**config.mk**
```make
export PLATFORM = sky130hd
export DESIGN_NAME = s_box_pipelined_flat
export DESIGN_NICKNAME = d
export VERILOG_FILES = /design/src/rtl/s_box_pipelined_if.sv /design/src/rtl/s_box_pipelined.sv /design/src/flat_wrapper.sv
export SDC_FILE = /design/constraint.sdc
export NUM_CORES = 1
export LEC_CHECK = 0
export BUFFER_PORTS_ARGS = -buffer_cell sky130_fd_sc_hd__buf_2
export CAP_MARGIN = 30
export CORE_UTILIZATION = 45
export DETAILED_ROUTE_END_ITERATION = 8
export PLACE_DENSITY = 0.7
export SETUP_SLACK_MARGIN = 0.1
export SLEW_MARGIN = 25
export SYNTH_ARGS = -nofsm -noshare
export SYNTH_HDL_FRONTEND = slang
export SYNTH_SLANG_ARGS = --single-unit
```
**constraint.sdc**
```tcl
create_clock -name clk -period 10.1 [get_ports clk]
set_clock_uncertainty 0.05 [all_clocks]
set_input_delay 1.01 -clock clk [delete_from_list [all_inputs] [get_ports clk]]
set_output_delay 1.01 -clock clk [all_outputs]
set_load 0.005 [all_outputs]
```
**src/rtl/s_box_pipelined_if.sv**
```systemverilog
// s_box_pipelined_if: beat handshake bundle for s_box_pipelined.
// master drives beats in and accepts results; slave is the S-box pipeline.
interface s_box_pipelined_if #(
    parameter int XLEN  = 8,
    parameter int LANES = 4
);
    logic                  in_valid;
    logic                  in_ready;
    logic                  in_mode;
    logic [LANES*XLEN-1:0] in;
    logic                  out_valid;
    logic                  out_ready;
    logic                  out_mode;
    logic [LANES*XLEN-1:0] out;
    logic                  busy;
    modport master (
        output in_valid, in_mode, in, out_ready,
        input  in_ready, out_valid, out_mode, out, busy
    );
    modport slave (
        input  in_valid, in_mode, in, out_ready,
        output in_ready, out_valid, out_mode, out, busy
    );
endinterface

```
**src/rtl/s_box_pipelined.sv**
```systemverilog
// s_box_pipelined: 3-stage AES S-box over GF((2^4)^2), LANES bytes per beat.
// Inverse S-box (in_mode=1) exists only when SBOX_INV_EN is defined.
module s_box_pipelined #(
    parameter int XLEN  = 8,
    parameter int LANES = 4
) (
    input logic              clk,
    input logic              rst,
    s_box_pipelined_if.slave bus
);
    localparam int W = LANES * XLEN;

    if (XLEN != 8) begin : g_bad_xlen
        $error("s_box_pipelined: XLEN must be 8");
    end
    if (LANES < 1 || LANES > 16) begin : g_bad_lanes
        $error("s_box_pipelined: LANES must be 1..16");
    end

    typedef logic [7:0][7:0] mat_t;

    function automatic logic [3:0] mul4(input logic [3:0] a, input logic [3:0] b);
        logic [3:0] r, s;
        r = '0;
        s = a;
        for (int i = 0; i < 4; i++) begin
            r = b[i] ? r ^ s : r;
            s = {s[2:0], 1'b0} ^ (s[3] ? 4'h3 : 4'h0);
        end
        return r;
    endfunction

    // Composite element {h,l} = h*y + l with y^2 = y + lam.
    function automatic logic [7:0] mulc(input logic [7:0] a, input logic [7:0] b, input logic [3:0] lam);
        logic [3:0] hh;
        hh = mul4(a[7:4], b[7:4]);
        return {hh ^ mul4(a[7:4], b[3:0]) ^ mul4(a[3:0], b[7:4]), mul4(a[3:0], b[3:0]) ^ mul4(lam, hh)};
    endfunction

    function automatic logic [3:0] find_lambda();
        logic [3:0] lam;
        logic       hit;
        lam = '0;
        for (int c = 15; c > 0; c--) begin
            hit = 1'b0;
            for (int z = 0; z < 16; z++)
                hit = hit | ((mul4(4'(z), 4'(z)) ^ 4'(z)) == 4'(c));
            lam = hit ? lam : 4'(c);
        end
        return lam;
    endfunction

    // A root of the AES polynomial inside the composite field fixes the isomorphism.
    function automatic logic [7:0] find_beta(input logic [3:0] lam);
        logic [7:0] r, x, x2, x4, x8;
        r = '0;
        for (int c = 255; c > 1; c--) begin
            x  = 8'(c);
            x2 = mulc(x, x, lam);
            x4 = mulc(x2, x2, lam);
            x8 = mulc(x4, x4, lam);
            r  = ((x8 ^ x4 ^ mulc(x2, x, lam) ^ x ^ 8'h01) == 8'h00) ? x : r;
        end
        return r;
    endfunction

    function automatic logic [7:0] apply(input mat_t m, input logic [7:0] a);
        logic [7:0] r;
        r = '0;
        for (int i = 0; i < 8; i++)
            r = a[i] ? r ^ m[i] : r;
        return r;
    endfunction

    function automatic mat_t iso_cols(input logic [3:0] lam, input logic [7:0] beta);
        mat_t m;
        m[0] = 8'h01;
        for (int i = 1; i < 8; i++)
            m[i] = mulc(m[i-1], beta, lam);
        return m;
    endfunction

    function automatic mat_t inv_cols(input mat_t iso);
        mat_t       m;
        logic [7:0] v;
        m = '0;
        for (int a = 0; a < 256; a++) begin
            v = apply(iso, 8'(a));
            for (int j = 0; j < 8; j++)
                m[j] = (v == 8'(1 << j)) ? 8'(a) : m[j];
        end
        return m;
    endfunction

    localparam logic [3:0] LAMBDA  = find_lambda();
    localparam logic [7:0] BETA    = find_beta(LAMBDA);
    localparam mat_t       ISO     = iso_cols(LAMBDA, BETA);
    localparam mat_t       ISO_INV = inv_cols(ISO);

    function automatic logic [3:0] inv4(input logic [3:0] a);
        logic [3:0] a3, a7;
        a3 = mul4(mul4(a, a), a);
        a7 = mul4(mul4(a3, a3), a);
        return mul4(a7, a7);
    endfunction

    function automatic logic [7:0] invc(input logic [7:0] c);
        logic [3:0] di;
        di = inv4(mul4(mul4(c[7:4], c[7:4]), LAMBDA) ^ mul4(c[7:4], c[3:0]) ^ mul4(c[3:0], c[3:0]));
        return {mul4(c[7:4], di), mul4(c[7:4] ^ c[3:0], di)};
    endfunction

    function automatic logic [7:0] rl(input logic [7:0] b, input int k);
        logic [15:0] w;
        w = {b, b} << k;
        return w[15:8];
    endfunction

    function automatic logic [7:0] affine(input logic [7:0] b);
        return b ^ rl(b, 1) ^ rl(b, 2) ^ rl(b, 3) ^ rl(b, 4) ^ 8'h63;
    endfunction

`ifdef SBOX_INV_EN
    function automatic logic [7:0] inv_affine(input logic [7:0] s);
        return rl(s, 1) ^ rl(s, 3) ^ rl(s, 6) ^ 8'h05;
    endfunction

    logic m1, m2, m3;
`endif

    logic         v1, v2, v3;
    logic [W-1:0] d1, d2, d3;
    logic [W-1:0] f1, f2, f3;
    logic         ld1, ld2, ld3;

    assign ld3          = !v3 || bus.out_ready;
    assign ld2          = !v2 || ld3;
    assign ld1          = !v1 || ld2;
    assign bus.in_ready = ld1;
    assign bus.out_valid = v3;
    assign bus.out       = d3;
    assign bus.busy      = v1 || v2 || v3;
`ifdef SBOX_INV_EN
    assign bus.out_mode  = m3;
`else
    assign bus.out_mode  = 1'b0;
`endif

    always_comb begin
        f1 = '0;
        f2 = '0;
        f3 = '0;
        for (int i = 0; i < LANES; i++) begin
`ifdef SBOX_INV_EN
            f1[i*8 +: 8] = apply(ISO, bus.in_mode ? inv_affine(bus.in[i*8 +: 8]) : bus.in[i*8 +: 8]);
            f3[i*8 +: 8] = m2 ? apply(ISO_INV, d2[i*8 +: 8]) : affine(apply(ISO_INV, d2[i*8 +: 8]));
`else
            f1[i*8 +: 8] = apply(ISO, bus.in[i*8 +: 8]);
            f3[i*8 +: 8] = affine(apply(ISO_INV, d2[i*8 +: 8]));
`endif
            f2[i*8 +: 8] = invc(d1[i*8 +: 8]);
        end
    end

    // Data registers only load real beats, so bubbles never disturb out.
    always_ff @(posedge clk or posedge rst) begin
        if (rst) begin
            v1 <= 1'b0;
            v2 <= 1'b0;
            v3 <= 1'b0;
            d1 <= '0;
            d2 <= '0;
            d3 <= '0;
`ifdef SBOX_INV_EN
            m1 <= 1'b0;
            m2 <= 1'b0;
            m3 <= 1'b0;
`endif
        end else begin
            if (ld1) v1 <= bus.in_valid;
            if (ld2) v2 <= v1;
            if (ld3) v3 <= v2;
            if (ld1 && bus.in_valid) d1 <= f1;
            if (ld2 && v1) d2 <= f2;
            if (ld3 && v2) d3 <= f3;
`ifdef SBOX_INV_EN
            if (ld1 && bus.in_valid) m1 <= bus.in_mode;
            if (ld2 && v1) m2 <= m1;
            if (ld3 && v2) m3 <= m2;
`endif
        end
    end
endmodule
```
**src/flat_wrapper.sv**
```systemverilog
// flat-port wrapper written by rule: the top's interface ports become plain ports
module s_box_pipelined_flat 
#(
    parameter int XLEN  = 8,
    parameter int LANES = 4
)
  (clk, rst, bus_in_valid, bus_in_mode, bus_in, bus_out_ready, bus_in_ready, bus_out_valid, bus_out_mode, bus_out, bus_busy);
  s_box_pipelined_if #(.XLEN(XLEN), .LANES(LANES)) bus_i ();
  input logic clk;
  input logic rst;
  input wire logic [$bits(bus_i.in_valid)-1:0] bus_in_valid;
  input wire logic [$bits(bus_i.in_mode)-1:0] bus_in_mode;
  input wire logic [$bits(bus_i.in)-1:0] bus_in;
  input wire logic [$bits(bus_i.out_ready)-1:0] bus_out_ready;
  output wire logic [$bits(bus_i.in_ready)-1:0] bus_in_ready;
  output wire logic [$bits(bus_i.out_valid)-1:0] bus_out_valid;
  output wire logic [$bits(bus_i.out_mode)-1:0] bus_out_mode;
  output wire logic [$bits(bus_i.out)-1:0] bus_out;
  output wire logic [$bits(bus_i.busy)-1:0] bus_busy;
  assign bus_i.in_valid = bus_in_valid;
  assign bus_i.in_mode = bus_in_mode;
  assign bus_i.in = bus_in;
  assign bus_i.out_ready = bus_out_ready;
  assign bus_in_ready = bus_i.in_ready;
  assign bus_out_valid = bus_i.out_valid;
  assign bus_out_mode = bus_i.out_mode;
  assign bus_out = bus_i.out;
  assign bus_busy = bus_i.busy;
  s_box_pipelined #(.XLEN(XLEN), .LANES(LANES)) u_core (.clk(clk), .rst(rst), .bus(bus_i));
endmodule
```
After elaboration in Yosys (flattened, before gate mapping)
Index checks and enable logic that the tools add are counted.

operators by class
  mux-type cells = 332
  bitwise gates (word level) = 316
  reduce and logical (&&, ||, !) cells = 11

operators with widths
  operator             count
  $xor A4 B4 Y4        231
  $mux W4              160
  $mux W2              112
  $mux W8              24
  $xor A8 B8 Y8        16
  $mux W7              16
  $mux W6              12
  $not A3 Y3           20
  $not A4 Y4           12
  $xor A4 B2 Y4        9
  $not A6 Y6           4
  $not A4 Y5           4
  $not A5 Y5           4
  $not A4 Y4 const A   4
  $mux W1              8
  $not A2 Y2           4
  $logic_or A1 B1 Y1   5
  $not A1 Y1           4
  $not A1 Y1 const A   4
  $logic_and A1 B1 Y1  3
  $logic_not A1 Y1     3

storage, ports and cells
  flip-flop bits (word level) = 99
  logic and storage cells = 665

Longest topological paths before layout
Gate-level depths: netlist of the first run.

  word-level depth = 63
  gate-level depth with buffers = 33
  depth with buffers taken out = 27

Least setup slack after synthesis of the first run
OpenSTA, ideal clock, no wires.

  kind = register to register
  from = register u_core.d1[20]
  to = register u_core.d2[21]
  setup time = 0.132 ns
  arrival = 6.954 ns
  required time = 9.918 ns
  path slack = 2.965 ns
  cell stages (with the launch flop) = 30
  clock period less this slack = 7.135 ns
  cell sequence = dfrtp_1 > ha_1 > nand2_1 > xor3_1 > xor3_2 > xor2_4 > inv_2 > buf_2 > ha_1 > xor2_1 > xnor3_1 > xnor2_1 > nor2_1 > or2_2 > xnor2_2 > inv_1 > ha_1 > inv_1 > o31a_1 > or4_1 > buf_2 > and2_4 > a211o_1 > a2bb2o_4 > xnor3_2 > o21ai_1 > nor2_1 > o31a_1 > o221ai_1 > or3b_1

between the ends
  word-level cells in the longest chain between the ends = 57
  elaborated cells on any way between the ends = 97

ends and longest elaborated chain
  element                                   line                                          RTL
  start: declaration                        s_box_pipelined.sv:132                        logic [W-1:0] d1, d2, d3;
  start signal: assignment                  s_box_pipelined.sv:171                        d1 <= '0;
  start signal: assignment                  s_box_pipelined.sv:183                        if (ld1 && bus.in_valid) d1 <= f1;
  $mux W4 or $xor A4 B4 Y4 (tied branches)  s_box_pipelined.sv:27, s_box_pipelined.sv:28
  $xor A4 B4 Y4                             s_box_pipelined.sv:27                         r = b[i] ? r ^ s : r;
  $mux W4                                   s_box_pipelined.sv:27
  $xor A4 B4 Y4                             s_box_pipelined.sv:27
  $mux W4                                   s_box_pipelined.sv:27
  $xor A4 B4 Y4                             s_box_pipelined.sv:27
  $mux W4                                   s_box_pipelined.sv:27
  $mux W2 or $xor A4 B4 Y4 (tied branches)  s_box_pipelined.sv:28                         s = {s[2:0], 1'b0} ^ (s[3] ? 4'h3 : 4'h0);
  [40 not listed]                           --
  $xor A4 B4 Y4                             s_box_pipelined.sv:27
  $mux W4 (2 in series)                     s_box_pipelined.sv:27
  $xor A4 B4 Y4                             s_box_pipelined.sv:27
  $mux W4                                   s_box_pipelined.sv:27
  $xor A4 B4 Y4                             s_box_pipelined.sv:27
  $mux W4                                   s_box_pipelined.sv:27
  $xor A4 B4 Y4                             s_box_pipelined.sv:27
  $mux W4 (*)                               s_box_pipelined.sv:27
  end signal: assignment                    s_box_pipelined.sv:172                        d2 <= '0;
  end signal: assignment                    s_box_pipelined.sv:184                        if (ld2 && v1) d2 <= f2;
  end: declaration                          s_box_pipelined.sv:132

Mark *: on every way between the ends. The rest lies on a longest branch, timed or not.
A chain may end at the register's enable or synchronous reset.

Worst setup path after layout of the first run
  from = register u_core.d1[23]
  to = register u_core.d2[21]

between the ends
  word-level cells in the longest chain between the ends = 58
  elaborated cells on any way between the ends = 98

ends and longest elaborated chain
  element                line
  $mux W2                s_box_pipelined.sv:28
  $xor A4 B4 Y4          s_box_pipelined.sv:28
  $xor A4 B4 Y4          s_box_pipelined.sv:27
  $mux W4                s_box_pipelined.sv:27
  $xor A4 B4 Y4          s_box_pipelined.sv:27
  $mux W4                s_box_pipelined.sv:27
  $xor A4 B4 Y4          s_box_pipelined.sv:27
  $mux W4                s_box_pipelined.sv:27
  [41 not listed]        --
  $xor A4 B4 Y4          s_box_pipelined.sv:27
  $mux W4 (2 in series)  s_box_pipelined.sv:27
  $xor A4 B4 Y4          s_box_pipelined.sv:27
  $mux W4                s_box_pipelined.sv:27
  $xor A4 B4 Y4          s_box_pipelined.sv:27
  $mux W4                s_box_pipelined.sv:27
  $xor A4 B4 Y4          s_box_pipelined.sv:27
  $mux W4 (*)            s_box_pipelined.sv:27

Marks and branches as above.

==> results of run 1 <==
[state kept, by name, indices dropped and copies added, names as in the netlist]
signal / cells
u_core.bus.out_valid: 1
u_core.v2: 1
u_core.d2: 32
u_core.d1: 32
u_core.bus.out: 32
u_core.v1: 1
[path summary, 6_finish.rpt]
| path | cells past startpoint | endpoint | slack [ns] |
|---|---|---|---|
| max | 27 | u_core.d2[21] | 1.42 |
| min | 2 | u_core.bus.out[29] | 0.43 |
| max reg2reg | 27 | u_core.d2[21] | 1.42 |
| min reg2reg | 2 | u_core.bus.out[29] | 0.43 |
| max in group asynchronous | 3 | u_core.d1[26] | 8.21 |
| min in group asynchronous | 2 | u_core.bus.out[1] | 0.65 |
[metrics by stage]
stage | hold WS, ns | cell area [um^2] | std cells | util [%] | setup slack, ns
3_5_place_dp | 0.418 | 13800 | 2044 | 47.6 | 1.45
6_report | 0.431 | 14100 | 2060 | 48.7 | 1.42
5_1_grt | 0.471 | 14100 | 2060 | 48.7 | 0.839
2_1_floorplan | 0.419 | 13400 | 1692 | - | 2.96
4_1_cts | 0.434 | 14100 | 2059 | 48.6 | 1.48
3_3_place_gp | 0.411 | 13800 | 2043 | 47.6 | 1.58
[critical path, cell delays in order, from the launching register on]
cell and delay (ns):
sky130_fd_sc_hd__dfrtp_1 0.63, sky130_fd_sc_hd__ha_1 0.70, sky130_fd_sc_hd__nand2_1 0.13, sky130_fd_sc_hd__xor3_1 0.40, sky130_fd_sc_hd__xor3_2 0.44, sky130_fd_sc_hd__xor2_4 0.48, sky130_fd_sc_hd__inv_2 0.24, sky130_fd_sc_hd__ha_1 0.41
sky130_fd_sc_hd__xor2_1 0.18, sky130_fd_sc_hd__xnor3_1 0.25, sky130_fd_sc_hd__xnor2_1 0.19, sky130_fd_sc_hd__nor2_1 0.09, sky130_fd_sc_hd__or2_2 0.34, sky130_fd_sc_hd__xnor2_2 0.31, sky130_fd_sc_hd__inv_1 0.19, sky130_fd_sc_hd__ha_1 0.34
sky130_fd_sc_hd__inv_1 0.08, sky130_fd_sc_hd__o31a_1 0.12, sky130_fd_sc_hd__or4_1 0.60, sky130_fd_sc_hd__and2_4 0.24, sky130_fd_sc_hd__a211o_1 0.24, sky130_fd_sc_hd__a2bb2o_4 0.22, sky130_fd_sc_hd__xnor3_2 0.52, sky130_fd_sc_hd__o21ai_1 0.25
sky130_fd_sc_hd__nor2_1 0.10, sky130_fd_sc_hd__o31a_1 0.32, sky130_fd_sc_hd__o221ai_1 0.15, sky130_fd_sc_hd__or3b_1 0.35
[per-layer routing]
metal / vias to the layer above / track usage, % / wire length [um] / share of wire [%]
li1: 5913 / - / - / -
met5: - / 0 / 0 / 0
met2: 275 / 33.3 / 14500 / 47
met4: 0 / 7.25 / 795 / 2.6
met1: 5564 / 28.2 / 14600 / 47
met3: 42 / 1.41 / 996 / 3.2
[layout by cell type (no fill, tap or decap), types with 8 or more instances in the layout]
cell type / n
sky130_fd_sc_hd__xnor2_1: 211
sky130_fd_sc_hd__nand2_1: 208
sky130_fd_sc_hd__nor2_1: 135
sky130_fd_sc_hd__o21ai_0: 128
sky130_fd_sc_hd__dfrtp_1: 99
sky130_fd_sc_hd__xor2_1: 94
sky130_fd_sc_hd__a21oi_1: 88
sky130_fd_sc_hd__buf_2: 70
sky130_fd_sc_hd__nand3_1: 43
sky130_fd_sc_hd__nor3_1: 42
sky130_fd_sc_hd__ha_1: 39
sky130_fd_sc_hd__mux2i_1: 33
sky130_fd_sc_hd__inv_1: 28
sky130_fd_sc_hd__xnor3_1: 28
sky130_fd_sc_hd__o211ai_1: 25
sky130_fd_sc_hd__a211oi_1: 20
sky130_fd_sc_hd__a22oi_1: 16
sky130_fd_sc_hd__buf_4: 15
sky130_fd_sc_hd__nor2b_1: 14
sky130_fd_sc_hd__nand2b_1: 14
sky130_fd_sc_hd__a31oi_1: 14
sky130_fd_sc_hd__o21ai_1: 13
sky130_fd_sc_hd__or2_2: 12
sky130_fd_sc_hd__nor4_1: 12
sky130_fd_sc_hd__and2_1: 11
sky130_fd_sc_hd__o22ai_1: 11
sky130_fd_sc_hd__mux2_2: 11
sky130_fd_sc_hd__and3_1: 10
sky130_fd_sc_hd__nand4_1: 10
sky130_fd_sc_hd__o31ai_1: 10
sky130_fd_sc_hd__xnor2_2: 9
sky130_fd_sc_hd__a211o_1: 9
sky130_fd_sc_hd__clkbuf_16: 9
sky130_fd_sc_hd__a32oi_1: 8
sky130_fd_sc_hd__or3_1: 8
[logic make-up after synthesis]
| kind of cell | after synthesis |
|---|---|
| buffers and inverters | 158 |
| muxes | 44 |
| xor gates and xnor gates | 358 |
| adders and majority gates | 39 |
| and+or+nand+nor | 561 |
| DFF | 99 |
| AOI/OAI and AO/OA | 432 |
| other | 1 |
[layout make-up]
class	instances	area share (%)
tap	384	3.40
multi-input combinational	1435	72.5
inverter	40	1.08
timing repair buffer	87	3.47
clock buffer	10	1.62
clock inverter	5	0.434
sequential	99	17.5
==> results summary, run 1 <==
The run finished with clean final reports. The initial antenna violation count is 0. The routed length per placed instance is around 15 um. The first-pass iteration count of the detailed router is 5.

The global-route usage over all layers is roughly 20%. At the pin with the least slew margin, the transition time is approximately 0.90 ns. At the end of routability-driven placement, the weighted congestion stood at slightly above 0.9. The area share of fa/ha/maj cells after synthesis came out at ~3.6%. The number of rows in the core area is 62.

Post-CTS repair changed the size of 0 cells. The final critical-path required period is between 8 and 9 ns. The library cell occupying the most area in the post-synthesis netlist is sky130_fd_sc_hd__dfrtp_1. The area growth from synthesis to layout is 5.33%. The critical path launch point type is a flip-flop. TritonCTS built the clock tree.

The number of synthesis warnings is 0. The number of primary I/O pins came out at 73. Summed over all nets, the half-perimeter wirelength after detailed placement is about 23000 um.

The register bit count reported by yosys is 99. Measured against its own limit, the worst slew margin works out to between 30 and 40%. The endpoint arrival time on the critical path is between 8 and 9 ns. In this run the horizontal extent of the chip is between 150 and 200 um.

Summing all multi-input logic gate instances after layout gives a little over 10000 um^2. The H-tree depth is 3. For this run, the top clock speed supported by timing is between 100 and 150 MHz.

The capturing element type of the critical path is a flip-flop. The longest clock path from root to sink contains 2 buffers. The area occupied by registers came out at around 2500 um^2. The setup path with the least slack is of type flip-flop to flip-flop.

After synthesis, the largest family of logic cells by area is XOR/XNOR gates. The fraction of the mapped netlist area in compound gates came out at 21.2%. The portion of synthesized area spent on multiplexers is around 3.4%. The cts-stage hold buffer count came out at 0. The synthesized design contains 0 enable-type register cells. The area of the placeable core is 29000 um^2. Setup repair after global routing left no endpoint under its margin. After synthesis, the most frequently instantiated cells are sky130_fd_sc_hd__xnor2_1, sky130_fd_sc_hd__nand2_1, sky130_fd_sc_hd__nor2_1.

The summed negative setup slack over all endpoints is 0 ns. The share of the synthesized area in the top cell type came out at a little under a fifth. For this block, the initial DRC count from the detailed router was 926. Once detail routing completed, the nets flagged for antenna violations numbered 0. The synthesized netlist occupies a cell area of approximately 13000 um^2.

Among all cell types in the netlist, the one instantiated most often is sky130_fd_sc_hd__xnor2_1. The unique cell type count in the Yosys netlist came out at 100. The first-pass GRT wire length is around 53000 um. By area the synthesized netlist is led by sky130_fd_sc_hd__dfrtp_1, sky130_fd_sc_hd__xnor2_1, sky130_fd_sc_hd__xor2_1. The sequential-to-total area share from yosys stat came out at about 18%. The pin count of the biggest net entering global routing came out at 65.

The number of global-route vias before repair came to around 11000. The net count of the mapped netlist is roughly 1800. The synthesized netlist cell count came out at approximately 1700. After layout, the worst path uses a little under nine tenths of the clock period. Setup violations remaining at the end of the flow were counted as 0. The average cell area after synthesis is about 8 um^2. The basic-gate share of the synthesized area counting and, or, nand and nor cells is 19.5%. The post-layout net count is between 1500 and 2000. The number of antenna diodes in the final layout is 0.

The dominant synthesized flop cell is sky130_fd_sc_hd__dfrtp_1. Using the TritonRoute via totals, the vias-per-cell ratio works out to 5.73. In this run the worst path has a maximum fanout of 19. The critical path required time came out at ~10 ns. The hold violation total from the final report is 0. The total via count after detailed routing came out at around 12000. The floorplan die height came out at roughly 170 um. The max capacitance violation total is 0.

The clock latency reported for the late side of the worst-skew pair came out at between 0.3 and 0.4 ns. The post-CTS setup buffer count is 0. The total overflow left after global routing is 0.

In this run the worst hold path is classified as flip-flop to flip-flop. The worst hold path begins at u_core.bus.out[29]. CTS saw 99 sinks.

The count of pins over their slew limit is 0. The number of port buffers is 70. The most critical setup path has its startpoint at u_core.d1[23]. In the synthesized netlist the async set-or-reset flop fraction comes to 100%. The clock transition at the register clock pins on the worst setup and hold paths after CTS came out at 0.07 ns. The fill cell total of the finished layout is 2850. The startpoint identified for the worst register-to-register timing path is u_core.d1[23].

The full die area is 30500 um^2. The number of DRC violations after detailed routing came out at 0. The tree is rooted in a sky130_fd_sc_hd__clkbuf_16.

The number of buffers inserted during clock tree synthesis came out at 9. The effective utilization at floorplan is a little under half. The xor and xnor area share after synthesis came out at 28.3%. The fraction of final layout cells sized beyond drive strength 1 is a little over a tenth. The routed wire length came out at 30900 um.
Power of run 1 is left out: the tool's default activity adds up to more than one toggle a clock period on the data nets, which glitch-free logic cannot reach.
==> inputs of run 2 (changes only) <==
--- a/config.mk
+++ b/config.mk
@@ -8,6 +8,7 @@
 export BUFFER_PORTS_ARGS = -buffer_cell sky130_fd_sc_hd__buf_2
 export CAP_MARGIN = 30
 export CORE_UTILIZATION = 45
+export CTS_BUF_LIST = sky130_fd_sc_hd__clkbuf_4 sky130_fd_sc_hd__clkbuf_8
 export DETAILED_ROUTE_END_ITERATION = 8
 export PLACE_DENSITY = 0.7
 export SETUP_SLACK_MARGIN = 0.1
==> run 2 against run 1 <==
Non-clock buffer count did not move. Worst setup slack improved by 0.0051 ns. Sequential share of layout area rose by 0.12 points. First-iteration DRC count fell by 0.65%. Global-route usage did not move. Final cell count did not move. Fmax barely moved. Utilization fell by 0.34 points. Routed wire length barely moved. Flip-flop and latch count did not move. Worst hold slack improved by 0.0067 ns. Via count fell by 0.23%.
==> results summary, run 2 (same netlist as run 1, synthesis figures left out) <==
Outcome: finished, final reports clean (unchanged). The first-pass iteration count of the detailed router is 7 (was 5). The fill cell total of the finished layout came to 2858 (was 2850).

The length in cells of the worst reg-to-reg path is 27 (unchanged). The number of port buffers is 70 (unchanged). The startpoint of the most critical hold path is u_core.bus.out[20] (was u_core.bus.out[29]). The beginning of the worst register-to-register path is u_core.d1[23] (unchanged). The type of the worst min-delay path is flip-flop to flip-flop (unchanged). The number of DRC violations after detailed routing is 0 (unchanged).

The capturing element type of the critical path is a flip-flop (unchanged). The number of nets with antenna violations after detailed routing is 0 (unchanged). The max capacitance violation total is 0 (unchanged). The hold violation total from the final report is 0 (unchanged). The H-tree depth is 3 (unchanged). The worst hold path depth came out at 2 (unchanged).

The remaining global-route overflow came out at 0 (unchanged). Unrepaired setup endpoints after global routing: false (unchanged). The routability congestion estimate came out at 0.913 (unchanged). The final critical-path required period is 8.68 ns (about the same). The horizontal extent of the die came out at 175 um (unchanged). The initial antenna violation count came out at 0 (unchanged). The max-slew headroom at the worst pin came out at 38.9% (was 39.2%).

The vias per cell is 5.71 (was 5.73). The final standard cell count with taps included and fillers excluded came out at 2060 (unchanged). The critical path required time is 10.32 ns (was 10.28 ns). The final number of setup-violating endpoints is 0 (unchanged). The pin count of the biggest net entering global routing came to 65 (unchanged). The first-pass GRT wire length was 52500 um (was 52600 um). The layout overhead on the synthesized area came out at 4.61% (was 5.33%). The worst min-delay path endpoint was u_core.bus.out[20] (was u_core.bus.out[29]). The clock sink count came out at 99 (unchanged). The total via count after detailed routing is 11800 (about the same). The start-to-end type of the worst setup path is flip-flop to flip-flop (unchanged).

The global-route usage over all layers is 20.3% (unchanged). The buffer depth of the longest clock path is 2 (unchanged). The placed wire-length estimate is 23100 um (unchanged). The clock tree from TritonCTS is yes (unchanged). The fraction of final layout cells sized beyond drive strength 1 is 10.7% (about the same). The actual slew at the worst max-slew pin is 0.910 ns (was 0.905 ns). The count of antenna diodes in the layout was 0 (unchanged). The critical path launch point type is a flip-flop (unchanged).

The number of cells in the design after placement is 2044 (unchanged). The number of buffers inserted during clock tree synthesis came out at 9 (unchanged). The effective utilization at floorplan came out at 46.2% (unchanged). The highest attainable clock frequency came out at 115 MHz (about the same). The worst setup path startpoint is u_core.d1[23] (unchanged). The number of primary I/O pins came out at 73 (unchanged). The cell type with the highest occurrence count on the critical path is sky130_fd_sc_hd__ha_1 (unchanged). The floorplan die height came out at 175 um (unchanged). The number of design-rule violations left by the first detailed-router iteration is 920 (was 926). The worst setup slack for register-to-register paths is 1.42 ns (about the same).

The summed negative setup slack over all endpoints came to 0 ns (unchanged). The critical-path maximum fanout is 19 (unchanged). The highest-delay cell along the critical path is sky130_fd_sc_hd__ha_1 (unchanged). The count of pins over their slew limit came out at 0 (unchanged). The area of the placeable core is 29000 um^2 (unchanged). The library cell used as clock root buffer is sky130_fd_sc_hd__clkbuf_8 (was sky130_fd_sc_hd__clkbuf_16). The post-CTS setup buffer count was 0 (unchanged). The cts-stage hold buffer count is 0 (unchanged). The clock transition at the register clock pins on the worst setup and hold paths after CTS came to 0.11 ns (was 0.07 ns). The routed wire length was 30900 um (about the same). The full die area is 30500 um^2 (unchanged).

The number of global-route vias before repair is 10800 (about the same). The count of cells resized by post-cts repair came out at 0 (unchanged). Commonest non-fill, non-tap cells in the layout: sky130_fd_sc_hd__xnor2_1, sky130_fd_sc_hd__nand2_1, sky130_fd_sc_hd__nor2_1 (unchanged).

The part of the cycle the worst path needs is 85.9% (was 86.0%). The endpoint arrival time on the critical path came to 8.89 ns (was 8.86 ns). The largest stage delay on the critical path is 0.71 ns (was 0.70 ns).

The routed length per placed instance is 15.0 um (about the same). The clock latency reported for the late side of the worst-skew pair came out at 0.37 ns (was 0.35 ns). The most frequent standard cell in the layout excluding fill and tap cells was sky130_fd_sc_hd__xnor2_1 (unchanged). The post-layout net count came out at 1748 (unchanged).

The endpoint of the worst register-to-register path is u_core.d2[21] (unchanged). The number of rows in the core area is 62 (unchanged).
run 2: layout make-up:
cell class	count	area [um^2]	area share [%]
Multi-Input combinational cell	1435	10200	73.0
Sequential cell	99	2480	17.7
Timing Repair Buffer	87	490	3.49
Tap cell	384	480	3.42
Inverter	40	153	1.09
Clock buffer	10	131	0.936
Clock inverter	5	61.3	0.437
run 2: worst max-delay path by stage:
stage | end | slack [ns] | cells past startpoint
CTS | u_core.d2[21] | 1.49 | 27
detailed placement | u_core.d2[21] | 1.45 | 27
finish | u_core.d2[21] | 1.42 | 27
global placement | u_core.d2[21] | 1.58 | 27
global route | u_core.d2[21] | 0.85 | 27
floorplan | u_core.d2[21] | 2.96 | 29
run 2: metrics by stage:
step / utilization [%] / area [um^2] / setup WS [ns] / hold WS (ns)
4_1_cts: 48.3 / 14000 / 1.49 / 0.440
6_report: 48.4 / 14000 / 1.42 / 0.438
5_1_grt: 48.4 / 14000 / 0.845 / 0.479
2_1_floorplan: - / 13400 / 2.96 / 0.419
3_5_place_dp: 47.6 / 13800 / 1.45 / 0.418
3_3_place_gp: 47.6 / 13800 / 1.58 / 0.411
run 2: per-layer routing:
metal	vias up	GRT usage, %	share of wire (%)	wire [um]
li1	5912	-	-	-
met1	5548	28.1	48	14700
met2	263	33.2	47	14500
met3	44	1.44	2.9	889
met4	0	7.43	2.6	814
met5	-	0	0	0
run 2: critical path, delay by kind of cell (launching register included):
family	cells	cell delay (ns)
xor+xnor	8	2.78
simple gates	7	1.84
fa+ha+maj	3	1.47
compound gates	6	1.30
flops	1	0.64
buf+inv	3	0.52
Power of run 2 is left out for the same reason.
==> inputs of run 3 (changes only) <==
--- a/config.mk
+++ b/config.mk
@@ -11,6 +11,7 @@
 export CTS_BUF_LIST = sky130_fd_sc_hd__clkbuf_4 sky130_fd_sc_hd__clkbuf_8
 export DETAILED_ROUTE_END_ITERATION = 8
 export PLACE_DENSITY = 0.7
+export RECOVER_POWER = 50
 export SETUP_SLACK_MARGIN = 0.1
 export SLEW_MARGIN = 25
 export SYNTH_ARGS = -nofsm -noshare
==> run 3 against run 2 <==
Sequential share of layout area grew 0.051 points. The run now ends with capacitance limit, slew limit left. Critical path type unchanged. Design area fell by 0.29%. Final cell count did not move. Flip-flop and latch count unchanged. Utilization down 0.14 points. Critical path depth unchanged. Worst hold slack improved by 0.0016 ns. Worst setup slack lost 0.013 ns.
==> results summary, run 3 (same netlist as run 1, synthesis figures left out) <==
The global-route usage over all layers came to 20.3% (unchanged). The cell area after placement is 13800 um^2 (unchanged). The remaining global-route overflow came out at 0 (unchanged). The post-layout net count came to 1748 (unchanged).

The number of primary I/O pins is 73 (unchanged). The number of port buffers came out at 70 (unchanged). The library cell used as clock root buffer is sky130_fd_sc_hd__clkbuf_8 (unchanged). The total via count after detailed routing came to 11800 (about the same).

The clock transition at the register clock pins on the worst setup and hold paths after CTS is 0.10 ns (was 0.11 ns). The horizontal extent of the die was 175 um (unchanged). The highest attainable clock frequency was 115 MHz (about the same). The final reports fail on capacitance limit, slew limit. The final critical-path required period is 8.69 ns (was 8.68 ns). The max capacitance violation total is 4 (was 0). The most frequent standard cell in the layout excluding fill and tap cells is sky130_fd_sc_hd__xnor2_1 (unchanged).

Outcome: finished with violations (was finished, final reports clean). The floorplan die height is 175 um (unchanged). The summed negative setup slack over all endpoints came out at 0 ns (unchanged). The pin count of the biggest net entering global routing is 65 (unchanged). The number of buffers inserted during clock tree synthesis came out at 9 (unchanged). The placed wire-length estimate came out at 23100 um (unchanged). The cell type with the highest occurrence count on the critical path was sky130_fd_sc_hd__ha_1 (unchanged). The number of global-route vias before repair was 10800 (unchanged). The routed wire length is 30900 um (about the same). The first-pass iteration count of the detailed router came to 5 (was 7). The start-to-end type of the worst setup path is flip-flop to flip-flop (unchanged). The post-CTS setup buffer count came out at 0 (unchanged). The critical path required time is 10.32 ns (about the same).

The count of pins over their slew limit came out at 225 (was 0). The clock sink count is 99 (unchanged). The vias per cell is 5.71 (about the same). The routed length per placed instance came out at 15.0 um (about the same). The cts-stage hold buffer count is 0 (unchanged). Unrepaired setup endpoints after global routing: false (unchanged). The H-tree depth is 3 (unchanged). The multi-input logic area came to 10200 um^2 (about the same). The number of cells in the design after placement is 2044 (unchanged).

The actual slew at the worst max-slew pin is 3.08 ns (was 0.910 ns). The area of all placed cells without fillers is 14000 um^2 (about the same). Commonest non-fill, non-tap cells in the layout: sky130_fd_sc_hd__xnor2_1, sky130_fd_sc_hd__nand2_1, sky130_fd_sc_hd__nor2_1 (unchanged). The worst-case setup margin in the final layout is 1.41 ns (was 1.42 ns). The highest-delay cell along the critical path is sky130_fd_sc_hd__ha_1 (unchanged). The type of the worst min-delay path was flip-flop to flip-flop (unchanged). The final number of setup-violating endpoints is 0 (unchanged). The clock tree from TritonCTS was yes (unchanged). The final standard cell count with taps included and fillers excluded is 2060 (unchanged).

The effective utilization at floorplan is 46.2% (unchanged). The post-place setup slack was 1.45 ns (unchanged). The fraction of final layout cells sized beyond drive strength 1 is 9.43% (was 10.7%). The layout overhead on the synthesized area is 4.31% (was 4.61%).

The area occupied by registers is 2480 um^2 (unchanged). The capturing element type of the critical path is a flip-flop (unchanged). The clock latency reported for the late side of the worst-skew pair was 0.38 ns (was 0.37 ns). The number of rows in the core area came out at 62 (unchanged).

The first-pass GRT wire length came out at 52500 um (unchanged). The part of the cycle the worst path needs came out at 86.1% (was 85.9%). The area of the placeable core came out at 29000 um^2 (unchanged).

The number of DRC violations after detailed routing is 0 (unchanged). The full die area came out at 30500 um^2 (unchanged). The initial antenna violation count is 0 (unchanged). The number of design-rule violations left by the first detailed-router iteration is 884 (was 920). The number of buffer and inverter instances along the worst setup path was 3 (unchanged). The critical path launch point type was a flip-flop (unchanged).

The count of antenna diodes in the layout is 0 (unchanged). The largest stage delay on the critical path is 0.69 ns (was 0.71 ns). The count of cells resized by post-cts repair came out at 0 (unchanged). The hold violation total from the final report was 0 (unchanged). The critical-path maximum fanout came to 19 (unchanged). The buffer depth of the longest clock path is 2 (unchanged).

The fill cell total of the finished layout is 2862 (was 2858). The max-slew headroom at the worst pin is -105% (was 38.9%). The routability congestion estimate is 0.913 (unchanged). The number of nets with antenna violations after detailed routing was 0 (unchanged). The endpoint arrival time on the critical path came to 8.91 ns (was 8.89 ns).

The cell family with the largest share of critical-path delay is XOR/XNOR gates (unchanged).
-- run 3: changes by cell type in the layout (fill, tap and decap cells not counted), sizes merged --
cell / before / now
clkinvlp: 0 / 1
inv: 39 / 38
buf: 86 / 65
clkbuf: 11 / 32
-- run 3: area by class of cell --
cell class	instances	share of cell area, %
inverters	40	1.08
clock buffers	10	0.939
clock inverters	5	0.438
repair buffers	87	3.28
well taps	384	3.43
flip-flops and latches	99	17.7
multi-input cells	1435	73.1
-- run 3: layer usage --
metal | GRT usage, % | up-vias | share of wire (%)
met5 | 0 | - | 0
met4 | 7.43 | 0 | 2.8
met3 | 1.44 | 46 | 3.3
met2 | 33.2 | 296 | 47
met1 | 28.1 | 5513 | 47
li1 | - | 5911 | -
-- run 3: final timing paths --
check                                       start                end  slack (ns)  depth (start not counted)
worst max-delay path                u_core.d1[23]      u_core.d2[21]        1.41                         27
worst min-delay path            u_core.bus.out[7]  u_core.bus.out[7]        0.44                          2
worst max register to register      u_core.d1[23]      u_core.d2[21]        1.41                         27
worst min register to register  u_core.bus.out[7]  u_core.bus.out[7]        0.44                          2
max in group asynchronous                     rst      u_core.d1[26]        5.40                          3
min in group asynchronous                     rst  u_core.bus.out[1]        1.02                          2
-- run 3: stage by stage --
stage               hold slack [ns]  util, %
finish                        0.440     48.2
global route                  0.479     48.2
global placement              0.411     47.6
floorplan                     0.419        -
CTS                           0.440     48.3
detailed placement            0.418     47.6
-- run 3: tightest hold or removal path, stage by stage (launching register included) --
cell                      delay [ns]
sky130_fd_sc_hd__dfrtp_1        0.35
sky130_fd_sc_hd__nand2_1        0.04
sky130_fd_sc_hd__o21ai_0        0.06
Power of run 3 is left out for the same reason.
